==> src/rtl/cpu_defs.sv <==
// Shared definitions for the multi-cycle MIPS control path: opcodes, FSM states,
// ALU operation codes, datapath select codes and the decoded control bundle.
package cpu_defs;

    typedef enum logic [2:0] {
        ST_IF     = 3'b000,
        ST_ID     = 3'b001,
        ST_EXE_LS = 3'b010,
        ST_MEM    = 3'b011,
        ST_WB_LD  = 3'b100,
        ST_EXE_BR = 3'b101,
        ST_EXE_AL = 3'b110,
        ST_WB_AL  = 3'b111
    } state_t;

    localparam logic [5:0] OP_ADD   = 6'b000000;
    localparam logic [5:0] OP_SUB   = 6'b000001;
    localparam logic [5:0] OP_ADDI  = 6'b000010;
    localparam logic [5:0] OP_OR    = 6'b010000;
    localparam logic [5:0] OP_AND   = 6'b010001;
    localparam logic [5:0] OP_ORI   = 6'b010010;
    localparam logic [5:0] OP_SLL   = 6'b011000;
    localparam logic [5:0] OP_SLT   = 6'b100110;
    localparam logic [5:0] OP_SLTIU = 6'b100111;
    localparam logic [5:0] OP_SW    = 6'b110000;
    localparam logic [5:0] OP_LW    = 6'b110001;
    localparam logic [5:0] OP_BEQ   = 6'b110100;
    localparam logic [5:0] OP_BLTZ  = 6'b110110;
    localparam logic [5:0] OP_J     = 6'b111000;
    localparam logic [5:0] OP_JR    = 6'b111001;
    localparam logic [5:0] OP_JAL   = 6'b111010;
    localparam logic [5:0] OP_HALT  = 6'b111111;

    localparam logic [2:0] ALU_ADD  = 3'b000;
    localparam logic [2:0] ALU_SUB  = 3'b001;
    localparam logic [2:0] ALU_SLL  = 3'b010;
    localparam logic [2:0] ALU_OR   = 3'b011;
    localparam logic [2:0] ALU_AND  = 3'b100;
    localparam logic [2:0] ALU_SLTU = 3'b101;
    localparam logic [2:0] ALU_SLT  = 3'b110;

    localparam logic [1:0] REGDST_RA = 2'b00;
    localparam logic [1:0] REGDST_RT = 2'b01;
    localparam logic [1:0] REGDST_RD = 2'b10;

    localparam logic [1:0] PCSRC_NEXT   = 2'b00;
    localparam logic [1:0] PCSRC_BRANCH = 2'b01;
    localparam logic [1:0] PCSRC_REG    = 2'b10;
    localparam logic [1:0] PCSRC_JUMP   = 2'b11;

    typedef struct packed {
        logic       pc_wre;
        logic       ir_wre;
        logic       ins_mem_rw;
        logic       reg_wre;
        logic [1:0] reg_dst;
        logic       wr_reg_d_src;
        logic       alu_src_a;
        logic       alu_src_b;
        logic       ext_sel;
        logic       db_data_src;
        logic       m_rd;
        logic       m_wr;
        logic [1:0] pc_src;
        logic [2:0] alu_op;
    } ctrl_t;

    // Opcodes that take the EXE_AL / WB_AL path.
    function automatic logic is_alu_op(input logic [5:0] op);
        return (op == OP_ADD)  || (op == OP_SUB) || (op == OP_ADDI) ||
               (op == OP_OR)   || (op == OP_AND) || (op == OP_ORI)  ||
               (op == OP_SLL)  || (op == OP_SLT) || (op == OP_SLTIU);
    endfunction

    function automatic logic is_defined(input logic [5:0] op);
        return is_alu_op(op) || (op == OP_SW) || (op == OP_LW) ||
               (op == OP_BEQ) || (op == OP_BLTZ) || (op == OP_J) ||
               (op == OP_JR) || (op == OP_JAL) || (op == OP_HALT);
    endfunction

endpackage

==> src/rtl/multi_cycle_ctrl_if.sv <==
// Bundle between the control unit (master) and the datapath (slave): IR opcode and
// ALU flags in, every enable/select plus debug state and retired-instruction count out.
interface multi_cycle_ctrl_if;
    logic [5:0]  opcode;
    logic        zero;
    logic        sign;
    logic        PCWre;
    logic        IRWre;
    logic        InsMemRW;
    logic        RegWre;
    logic [1:0]  RegDst;
    logic        WrRegDSrc;
    logic        ALUSrcA;
    logic        ALUSrcB;
    logic        ExtSel;
    logic        DBDataSrc;
    logic        mRD;
    logic        mWR;
    logic [1:0]  PCSrc;
    logic [2:0]  ALUOp;
    logic [2:0]  state;
    logic [31:0] ins_count;

    modport master (
        input  opcode, zero, sign,
        output PCWre, IRWre, InsMemRW, RegWre, RegDst, WrRegDSrc, ALUSrcA, ALUSrcB,
               ExtSel, DBDataSrc, mRD, mWR, PCSrc, ALUOp, state, ins_count
    );

    modport slave (
        output opcode, zero, sign,
        input  PCWre, IRWre, InsMemRW, RegWre, RegDst, WrRegDSrc, ALUSrcA, ALUSrcB,
               ExtSel, DBDataSrc, mRD, mWR, PCSrc, ALUOp, state, ins_count
    );
endinterface

==> src/rtl/mc_ctrl_decode.sv <==
// Combinational control decode: (state, opcode, zero, sign) -> datapath control bundle.
// Opcode-dependent selects are driven in every state; enables are qualified by state.
module mc_ctrl_decode
    import cpu_defs::*;
(
    input  state_t     state,
    input  logic [5:0] opcode,
    input  logic       zero,
    input  logic       sign,
    output ctrl_t      ctrl
);

    always_comb begin
        ctrl              = '0;
        ctrl.ins_mem_rw   = 1'b1;
        ctrl.ext_sel      = 1'b1;
        ctrl.wr_reg_d_src = 1'b1;
        ctrl.reg_dst      = REGDST_RA;
        ctrl.alu_op       = ALU_ADD;
        ctrl.pc_src       = PCSRC_NEXT;

        case (opcode)
            OP_ADD:   ctrl.reg_dst = REGDST_RD;
            OP_SUB:   begin ctrl.reg_dst = REGDST_RD; ctrl.alu_op = ALU_SUB; end
            OP_ADDI:  begin ctrl.reg_dst = REGDST_RT; ctrl.alu_src_b = 1'b1; end
            OP_OR:    begin ctrl.reg_dst = REGDST_RD; ctrl.alu_op = ALU_OR; end
            OP_AND:   begin ctrl.reg_dst = REGDST_RD; ctrl.alu_op = ALU_AND; end
            OP_ORI:   begin
                ctrl.reg_dst   = REGDST_RT;
                ctrl.alu_op    = ALU_OR;
                ctrl.alu_src_b = 1'b1;
                ctrl.ext_sel   = 1'b0;
            end
            OP_SLL:   begin ctrl.reg_dst = REGDST_RD; ctrl.alu_op = ALU_SLL; ctrl.alu_src_a = 1'b1; end
            OP_SLT:   begin ctrl.reg_dst = REGDST_RD; ctrl.alu_op = ALU_SLT; end
            OP_SLTIU: begin
                ctrl.reg_dst   = REGDST_RT;
                ctrl.alu_op    = ALU_SLTU;
                ctrl.alu_src_b = 1'b1;
                ctrl.ext_sel   = 1'b0;
            end
            OP_SW:    ctrl.alu_src_b = 1'b1;
            OP_LW:    begin ctrl.reg_dst = REGDST_RT; ctrl.alu_src_b = 1'b1; end
            OP_BEQ:   ctrl.alu_op = ALU_SUB;
            OP_BLTZ:  ctrl.alu_op = ALU_SUB;
            OP_JR:    ctrl.pc_src = PCSRC_REG;
            OP_J:     ctrl.pc_src = PCSRC_JUMP;
            OP_JAL:   begin ctrl.pc_src = PCSRC_JUMP; ctrl.wr_reg_d_src = 1'b0; end
            default:  ;
        endcase

        case (state)
            ST_IF:     ctrl.ir_wre = 1'b1;
            // Jumps and undefined opcodes retire here; halt deliberately never loads PC.
            ST_ID: begin
                ctrl.pc_wre  = (opcode == OP_J) || (opcode == OP_JR) ||
                               (opcode == OP_JAL) || !is_defined(opcode);
                ctrl.reg_wre = (opcode == OP_JAL);
            end
            ST_EXE_BR: begin
                ctrl.pc_wre = 1'b1;
                if (((opcode == OP_BEQ) && zero) || ((opcode == OP_BLTZ) && sign))
                    ctrl.pc_src = PCSRC_BRANCH;
            end
            ST_MEM: begin
                ctrl.m_rd        = (opcode == OP_LW);
                ctrl.m_wr        = (opcode == OP_SW);
                ctrl.db_data_src = (opcode == OP_LW);
                ctrl.pc_wre      = (opcode == OP_SW);
            end
            ST_WB_LD: begin
                ctrl.pc_wre      = 1'b1;
                ctrl.reg_wre     = 1'b1;
                ctrl.db_data_src = 1'b1;
            end
            ST_WB_AL: begin
                ctrl.pc_wre  = 1'b1;
                ctrl.reg_wre = 1'b1;
            end
            default: ;
        endcase
    end

endmodule

==> src/rtl/multi_cycle_ctrl.sv <==
// Multi-cycle MIPS control unit: instruction-phase state register, next-state logic
// and retired-instruction counter; control decode lives in mc_ctrl_decode.
module multi_cycle_ctrl
    import cpu_defs::*;
(
    input  logic                CLK,
    input  logic                Reset,
    multi_cycle_ctrl_if.master  bus
);

    state_t      state_q;
    state_t      state_d;
    logic [31:0] count_q;
    ctrl_t       ctrl;
    logic        pc_wre;

    mc_ctrl_decode u_decode (
        .state  (state_q),
        .opcode (bus.opcode),
        .zero   (bus.zero),
        .sign   (bus.sign),
        .ctrl   (ctrl)
    );

    always_comb begin
        state_d = ST_IF;
        case (state_q)
            ST_IF:     state_d = ST_ID;
            ST_ID: begin
                if ((bus.opcode == OP_BEQ) || (bus.opcode == OP_BLTZ))
                    state_d = ST_EXE_BR;
                else if ((bus.opcode == OP_LW) || (bus.opcode == OP_SW))
                    state_d = ST_EXE_LS;
                else if (is_alu_op(bus.opcode))
                    state_d = ST_EXE_AL;
                else
                    state_d = ST_IF;
            end
            ST_EXE_AL: state_d = ST_WB_AL;
            ST_WB_AL:  state_d = ST_IF;
            ST_EXE_BR: state_d = ST_IF;
            ST_EXE_LS: state_d = ST_MEM;
            ST_MEM:    state_d = (bus.opcode == OP_LW) ? ST_WB_LD : ST_IF;
            ST_WB_LD:  state_d = ST_IF;
            default:   state_d = ST_IF;
        endcase
    end

    // Reset is asynchronous, so the write strobes are gated by it directly to
    // guarantee nothing half-completes while it is held.
    assign pc_wre = ctrl.pc_wre & Reset;

    always_ff @(posedge CLK or negedge Reset) begin
        if (!Reset) begin
            state_q <= ST_IF;
            count_q <= 32'd0;
        end else begin
            state_q <= state_d;
            if (pc_wre)
                count_q <= count_q + 32'd1;
        end
    end

    assign bus.PCWre     = pc_wre;
    assign bus.IRWre     = ctrl.ir_wre & Reset;
    assign bus.InsMemRW  = ctrl.ins_mem_rw;
    assign bus.RegWre    = ctrl.reg_wre & Reset;
    assign bus.RegDst    = ctrl.reg_dst;
    assign bus.WrRegDSrc = ctrl.wr_reg_d_src;
    assign bus.ALUSrcA   = ctrl.alu_src_a;
    assign bus.ALUSrcB   = ctrl.alu_src_b;
    assign bus.ExtSel    = ctrl.ext_sel;
    assign bus.DBDataSrc = ctrl.db_data_src;
    assign bus.mRD       = ctrl.m_rd & Reset;
    assign bus.mWR       = ctrl.m_wr & Reset;
    assign bus.PCSrc     = ctrl.pc_src;
    assign bus.ALUOp     = ctrl.alu_op;
    assign bus.state     = state_q;
    assign bus.ins_count = count_q;

endmodule

==> src/flat_wrapper.sv <==
// flat-port wrapper written by rule: the top's interface ports become plain ports
module multi_cycle_ctrl_flat import cpu_defs::*;
  (CLK, Reset, bus_opcode, bus_zero, bus_sign, bus_PCWre, bus_IRWre, bus_InsMemRW, bus_RegWre, bus_RegDst, bus_WrRegDSrc, bus_ALUSrcA, bus_ALUSrcB, bus_ExtSel, bus_DBDataSrc, bus_mRD, bus_mWR, bus_PCSrc, bus_ALUOp, bus_state, bus_ins_count);
  multi_cycle_ctrl_if bus_i ();
  input  logic CLK;
  input  logic Reset;
  input wire logic [$bits(bus_i.opcode)-1:0] bus_opcode;
  input wire logic [$bits(bus_i.zero)-1:0] bus_zero;
  input wire logic [$bits(bus_i.sign)-1:0] bus_sign;
  output wire logic [$bits(bus_i.PCWre)-1:0] bus_PCWre;
  output wire logic [$bits(bus_i.IRWre)-1:0] bus_IRWre;
  output wire logic [$bits(bus_i.InsMemRW)-1:0] bus_InsMemRW;
  output wire logic [$bits(bus_i.RegWre)-1:0] bus_RegWre;
  output wire logic [$bits(bus_i.RegDst)-1:0] bus_RegDst;
  output wire logic [$bits(bus_i.WrRegDSrc)-1:0] bus_WrRegDSrc;
  output wire logic [$bits(bus_i.ALUSrcA)-1:0] bus_ALUSrcA;
  output wire logic [$bits(bus_i.ALUSrcB)-1:0] bus_ALUSrcB;
  output wire logic [$bits(bus_i.ExtSel)-1:0] bus_ExtSel;
  output wire logic [$bits(bus_i.DBDataSrc)-1:0] bus_DBDataSrc;
  output wire logic [$bits(bus_i.mRD)-1:0] bus_mRD;
  output wire logic [$bits(bus_i.mWR)-1:0] bus_mWR;
  output wire logic [$bits(bus_i.PCSrc)-1:0] bus_PCSrc;
  output wire logic [$bits(bus_i.ALUOp)-1:0] bus_ALUOp;
  output wire logic [$bits(bus_i.state)-1:0] bus_state;
  output wire logic [$bits(bus_i.ins_count)-1:0] bus_ins_count;
  assign bus_i.opcode = bus_opcode;
  assign bus_i.zero = bus_zero;
  assign bus_i.sign = bus_sign;
  assign bus_PCWre = bus_i.PCWre;
  assign bus_IRWre = bus_i.IRWre;
  assign bus_InsMemRW = bus_i.InsMemRW;
  assign bus_RegWre = bus_i.RegWre;
  assign bus_RegDst = bus_i.RegDst;
  assign bus_WrRegDSrc = bus_i.WrRegDSrc;
  assign bus_ALUSrcA = bus_i.ALUSrcA;
  assign bus_ALUSrcB = bus_i.ALUSrcB;
  assign bus_ExtSel = bus_i.ExtSel;
  assign bus_DBDataSrc = bus_i.DBDataSrc;
  assign bus_mRD = bus_i.mRD;
  assign bus_mWR = bus_i.mWR;
  assign bus_PCSrc = bus_i.PCSrc;
  assign bus_ALUOp = bus_i.ALUOp;
  assign bus_state = bus_i.state;
  assign bus_ins_count = bus_i.ins_count;
  multi_cycle_ctrl u_core (.CLK(CLK), .Reset(Reset), .bus(bus_i));
endmodule
==> config.mk <==
export PLATFORM = sky130hd
export DESIGN_NAME = multi_cycle_ctrl_flat
export DESIGN_NICKNAME = d
export VERILOG_FILES = /design/src/rtl/cpu_defs.sv /design/src/rtl/multi_cycle_ctrl_if.sv /design/src/rtl/mc_ctrl_decode.sv /design/src/rtl/multi_cycle_ctrl.sv /design/src/flat_wrapper.sv
export SDC_FILE = /design/constraint.sdc
export NUM_CORES = 1
export LEC_CHECK = 0
export CELL_PAD_IN_SITES_DETAIL_PLACEMENT = 1
export CELL_PAD_IN_SITES_GLOBAL_PLACEMENT = 2
export CORE_MARGIN = 2
export CORE_UTILIZATION = 25
export DETAILED_ROUTE_END_ITERATION = 7
export GPL_ROUTABILITY_DRIVEN = 0
export MAX_ROUTING_LAYER = met4
export PLACE_DENSITY_LB_ADDON = 0.1
export SLEW_MARGIN = 30
export SYNTH_ARGS = -nofsm -noshare
export SYNTH_HDL_FRONTEND = slang
export SYNTH_SLANG_ARGS = --single-unit
==> constraint.sdc <==
create_clock -name CLK -period 2 [get_ports CLK]
set_clock_uncertainty 0.15 [all_clocks]
set_input_delay 0.4 -clock CLK [delete_from_list [all_inputs] [get_ports CLK]]
set_output_delay 0.4 -clock CLK [all_outputs]
set_load 0.05 [all_outputs]
==> impl_results.md, run 1 <==
* WL final at approximately 7400 um
* Share of cells above drive strength 1 at 68.1%
* R2r worst-path depth at 10
* Cell area after placement at around 3500 um2
* Root Driver: clkbuf_8
* Total Die Area at between 9000 and 10,000 um2
* Setup violators final at 21
* Startpoint types: input pin
* Routed vias/inst at about 4.8
* Synthesized area at around 2100 um2
* Static Leak at roughly 2.0 nW
* First-pass GRT wire length at 11,000 um
* Clock buffer depth at 2
* Initial antenna violation count at 0
* Synth Net Count at roughly 240
* Clock sink count at 35
* Endpoints failing hold at 0
* Post-synth top area share at a little over two fifths
* Leading area contributor after synthesis: dfrtp_1
* Netlist cell types at 41
* Status: complete, but fails checks
* Fillcell total at roughly 860
* Initial DRT Pass Iterations at 4
* Reg-to-Reg Start: u_core.bus.state[0]
* Seq/Total Area, Yosys at between 40% and 50%
* Max VDD drop at ~0.00063 V
* Antenna Nets Post-Route at 0
* Critical path class: in -> out
* Failing checks: negative setup slack
* CP max FO at 4
* TritonCTS buffer count at 5
* Dpl cells at ~440
* Worst setup EP type: output pin
* Post-layout power at between 3 and 4 mW
* Mean post-synth cell area at 9.19 um2
* R2R setup slack at -0.09 ns
* Die W at between 90 and 100 um
* H-tree depth at 2
* Period minus WS final at 2.17 ns
* Final period util at 108%
* Area delta synth->final at 107%
* Most common cell after layout, fill and taps aside: buf_4
* Most frequent cells in the layout: buf_4, dfrtp_1, xor2_1, buf_6, buf_12
* Number of cells produced by synthesis at about 230
* Hpwl dp at between 5000 and 6000 um
* WL per Instance at 15.7 um
* Via count at approximately 2,300
* Finished Cell Area at ~4300 um2
* Clk slew on worst S/H paths at ~0.08 ns
* YS warnings at 0
* Die Ht at ~95 um
* Largest net degree at the start of global routing at 36
* Total grt overflow at 0
* Nets@finish at between 300 and 400
* Hold Path Class: in -> async
* # rows at 33
* Critical path data arrival time at roughly 1.6 ns
* Port Buffers at 61
* Drt first-iter violations at 39
* Max-slew violations at 0
* Initial core utilization at between 20% and 30%
* WP data required at between 1 and 1.5 ns
* Flop and latch count out of synthesis at 35
* Number of global-route vias before repair at ~2,200
* Tot GR Track Use at about 16%
* Max Clk Rate at 461 MHz
* DR DRC count at 0
* Antenna cells at 0
* RR Endpoint: u_core.bus.ins_count[14]
* I/O pins at between 60 and 70
* TritonCTS clock tree: built
* Post-route setup slack at -0.168 ns
* Core area at just over 8000 um2
* Fin cells at ~470
* Maximum Capacitance Violations at 0
* Worst skew pair latency at a little under 0.3 ns
* Top cells by area, synth: dfrtp_1, xor2_1, xnor2_1
* RSZ-0062 raised after global routing: true
* Pwr Density at a little over 800 nW/um2
## cell usage after synthesis (all sizes together)
master	n
nand2b	8
nor3	14
o41ai	1
ha	1
and4	2
xnor2	11
nor2b	2
and3	8
clkbuf	5
or2	1
nand3	10
conb	1
a211o	2
nand4	11
a21oi	7
nor4	4
inv	5
a31oi	3
nand4b	1
nor2	24
and4b	1
a41oi	2
buf	7
a211oi	2
o21ai	4
mux2	2
nand2	18
dfrtp	35
and2	1
o2bb2ai	1
nor4b	4
o211ai	1
nor3b	4
and3b	1
a22oi	1
xor2	21
a32oi	1
## sequential cells by signal (all words and copies together) (netlist names)
name,flops
u_core.bus.ins_count,32
u_core.bus.state,3
## per-stage QoR
stage                     hold WS [ns]  setup TNS (ns)  utilization, %  setup WS (ns)
after detailed placement         0.328          -28.68            42.7         -0.756
after CTS                       0.0251          -0.789            48.1         -0.148
after floorplan                -0.0456          -0.485               -         -0.182
after global placement           0.324          -26.76            42.7         -0.727
final                         0.000224           -1.41            53.2         -0.168
after global routing            0.0333           -4.54            53.2         -0.264
## power breakdown
part / leakage (nW) / switching [mW] / total [mW] / internal [mW]
logic: 1.53 / 1.15 / 1.97 / 0.816
registers: 0.442 / 0.127 / 0.961 / 0.834
clock network: 0.0581 / 0.284 / 0.655 / 0.371
## worst max-delay path, stage by stage
cell	delay, ns
buf_12	0.11
buf_8	0.11
nor4b_4	0.34
a32oi_2	0.16
nor2_2	0.17
a41oi_4	0.06
inv_2	0.11
buf_8	0.15
## how the worst max path moves through the flow
| stage | cells past startpoint | slack (ns) | end | start |
|---|---|---|---|---|
| 3_5_place_dp | 7 | -0.76 | bus_PCWre | bus_opcode[0] |
| 2_1_floorplan | 7 | -0.18 | bus_RegWre | bus_opcode[3] |
| 6_report | 8 | -0.17 | bus_PCWre | bus_opcode[3] |
| 5_1_grt | 8 | -0.26 | bus_PCWre | bus_opcode[3] |
| 4_1_cts | 8 | -0.15 | bus_PCWre | bus_opcode[2] |
| 3_3_place_gp | 7 | -0.73 | bus_PCWre | bus_opcode[0] |
## kinds of logic (layout without fill, tap and decap cells)
family / after synthesis / in the layout / share of synthesized area [%]
compound gates: 25 / 25 / 8.28
buf+inv: 17 / 157 / 3.72
xor+xnor: 32 / 32 / 13.4
mux: 2 / 2 / 1.08
flops: 35 / 35 / 42.0
other cells: 1 / 1 / 0.180
fa+ha+maj: 1 / 1 / 0.600
simple gates: 114 / 114 / 30.7
## cell type report
class / instances / area [um2] / area share (%)
Clock buffer: 5 / 68.8 / 1.59
Timing Repair Buffer: 144 / 1440 / 33.3
Sequential cell: 35 / 891 / 20.6
Clock inverter: 3 / 43.8 / 1.01
Multi-Input combinational cell: 175 / 1730 / 40.1
Tap cell: 105 / 131 / 3.04
Inverter: 5 / 18.8 / 0.434
## metal layers
layer  up-vias  track usage [%]  wire (um)
li1       1080                -          -
met1      1133             21.0       3410
met2        39             25.9       3760
met3         5             2.61        200
met4         0             3.62         57
met5         -                -          0
## repair_timing
item | in CTS | in global routing
setup endpoints to repair | 50 | 43
resized for setup | 76 | 76
pin swaps | 25 | 36
setup buffers | 14 | 14
hold buffers | 0 | 0
Note: power is estimated with default switching activity, not from simulation.
==> inputs of run 2 (changes only) <==
--- a/config.mk
+++ b/config.mk
@@ -7,6 +7,7 @@
 export LEC_CHECK = 0
 export CELL_PAD_IN_SITES_DETAIL_PLACEMENT = 1
 export CELL_PAD_IN_SITES_GLOBAL_PLACEMENT = 2
+export CORE_ASPECT_RATIO = 0.7
 export CORE_MARGIN = 2
 export CORE_UTILIZATION = 25
 export DETAILED_ROUTE_END_ITERATION = 7
==> impl_results.md, run 2 (same netlist as run 1, synthesis figures left out) <==
* Status: complete, but fails checks
* Failing checks: design-rule violations, negative setup slack
* Post-route setup slack at -0.160 ns (+0.00736 ns)
* CP Cell Sequence: buf_8 > buf_6 > buf_6 > buf_6 > nor2_4 > nand2_2 > a21oi_2 > a22oi_2 > nor2_2 > buf_12
* WL per Instance at 17.0 um (+7.7%)
* Area delta synth->final at 108%
* R2R setup slack at -0.08 ns (about the same)
* Worst skew pair latency at 0.28 ns (about the same)
* Sequential cell area at 891 um2 (unchanged)
* TritonCTS buffer count at 5 (unchanged)
* # rows at 27 (-18%)
* Critical path class: in -> out
* Root Driver: clkbuf_16
* Setup TNS at -1.76 ns (-0.348 ns)
* Port Buffers at 61 (unchanged)
* Top delay family on crit path: buffers and inverters
* I/O pins at 63 (unchanged)
* Max FFs per register at 32 (unchanged)
* Dpl cells at 440 (+0.92%)
* Area of the multi-input gates at 1670 um2 (-4.0%)
* Tot GR Track Use at 18.0% (+2.1 points)
* Most common cell after layout, fill and taps aside: buf_4
* H-tree depth at 2 (unchanged)
* Pwr Density at 876 nW/um2 (+5.9%)
* Maximum Capacitance Violations at 0 (unchanged)
* Routed vias/inst at 4.79 (+0.23%)
* Post-CTS Hold Buffers at 0 (unchanged)
* Endpoints failing hold at 0 (unchanged)
* Total grt overflow at 0 (unchanged)
* Max-slew violations at 0 (unchanged)
* Max VDD drop at 0.000600 V (-4.8%)
* Cell area after placement at 3540 um2 (+1.9%)
* R2r worst-path depth at 10 (unchanged)
* Reg-to-Reg Start: u_core.bus.state[1]
* Die W at 113 um (+19%)
* Final period util at 108% (-0.37 points)
* Antenna Nets Post-Route at 0 (unchanged)
* Clk slew on worst S/H paths at 0.06 ns (-0.02 ns)
* Clock sink count at 35 (unchanged)
* Share of cells above drive strength 1 at 64.8% (-3.3 points)
* Max Clk Rate at 463 MHz (+0.34%)
* CP most frequent cell: buf_6
* Setup crit end: bus_ALUOp[0]
* WP data required at 1.45 ns (about the same)
* Most frequent cells in the layout: buf_4, buf_6, dfrtp_1, xor2_1, buf_12
* Worst setup EP type: output pin
* Post-layout power at 3.81 mW (+6.4%)
* Die Ht at 80.4 um (-16%)
* Finished Cell Area at 4350 um2 (+0.46%)
* Levels on crit path at 10 (+2)
* Number of global-route vias before repair at 2,293 (+5.5%)
* RSZ-0062 raised after global routing: true
* Via count at 2,267 (+0.44%)
* TritonCTS clock tree: built
* CP Buf/Inv Count at 5 (+1)
* Period minus WS final at 2.16 ns (-0.00736 ns)
* Core area at 7970 um2 (-2.0%)
* CP max FO at 5 (+1)
* Hpwl dp at 5470 um (+6.7%)
* First-pass GRT wire length at 12,300 um (+12%)
* CP max-delay cell: nor2_2
* DR DRC count at 6 (+6)
* Crit-path max cell delay at 0.17 ns (-0.17 ns)
* RR Endpoint: u_core.bus.ins_count[14]
* Nets@finish at 382 (+1.3%)
* Startpoint types: input pin
* Clock buffer depth at 2 (unchanged)
* Fillcell total at 858 (-0.69%)
* Initial antenna violation count at 0 (unchanged)
* Initial core utilization at 26.2% (+0.52 points)
* Critical path data arrival time at 1.61 ns (about the same)
* Hold Path Class: in -> async
* Setup violators final at 28 (+33%)
* Initial DRT Pass Iterations at 6 (+2)
* Largest net degree at the start of global routing at 36 (unchanged)
* Total Die Area at 9100 um2 (+0.13%)
* Crit. Startpoint: bus_opcode[2]
* Fin cells at 473 (+0.21%)
* Antenna cells at 0 (unchanged)
* Dpl ws at -0.700 ns (+0.0561 ns)
* Static Leak at 2.08 nW (+2.4%)
* WL final at 8020 um (+7.9%)
* Drt first-iter violations at 77 (+97%)
==> run 2: cell type report <==
cell class / count / share of cell area [%]
sequential: 35 / 20.5
timing repair buffer: 149 / 34.5
clock buffer: 7 / 3.28
multi-input combinational: 175 / 38.3
clock inverter: 1 / 0.115
inverter: 5 / 0.432
tap: 101 / 2.91
==> run 2: worst min path at each step <==
stage                        startpoint                        to  slack, ns  cells past startpoint
6_report                          Reset   u_core.bus.ins_count[4]       0.03                      2
5_1_grt                           Reset   u_core.bus.ins_count[4]       0.07                      2
4_1_cts                           Reset  u_core.bus.ins_count[13]       0.04                      2
3_5_place_dp   u_core.bus.ins_count[31]  u_core.bus.ins_count[31]       0.31                      1
3_3_place_gp    u_core.bus.ins_count[5]   u_core.bus.ins_count[5]       0.32                      1
2_1_floorplan                     Reset   u_core.bus.ins_count[0]      -0.05                      0
==> run 2: what timing repair did <==
action	in CTS	in global routing
pin swaps	31	43
endpoints found under the setup margin	50	40
gates resized for setup	75	59
setup buffers	15	9
gates cloned	0	1
==> run 2: where the power goes <==
part | internal, mW | switching (mW) | leakage, nW
clock | 0.494 | 0.300 | 0.0739
sequential | 0.836 | 0.143 | 0.442
combinational | 0.888 | 1.15 | 1.56
total | 2.22 | 1.59 | 2.08
==> run 2: worst register-to-register path, cell delays in order (launching register included) <==
cell and delay, ns:
dfrtp_2 0.44, nor4b_4 0.14, a32oi_1 0.19, nor2_1 0.07, a41oi_2 0.21, inv_2 0.09, buf_4 0.14, buf_6 0.12
buf_4 0.13, and3_4 0.16, xor2_1 0.13
==> run 2: routing by layer <==
layer / vias up / track usage [%] / wire length [um]
met4: 0 / 4.02 / 59
met3: 8 / 3.55 / 314
met2: 40 / 23.8 / 3480
li1: 1087 / - / -
met1: 1132 / 27.8 / 4160
met5: - / - / 0
==> run 2: per-stage QoR <==
stage	hold slack (ns)	utilization (%)
floorplan	-0.0456	-
global placement	0.316	44.4
detailed placement	0.310	44.4
CTS	0.0403	50.3
global route	0.0684	54.5
finish	0.0272	54.5
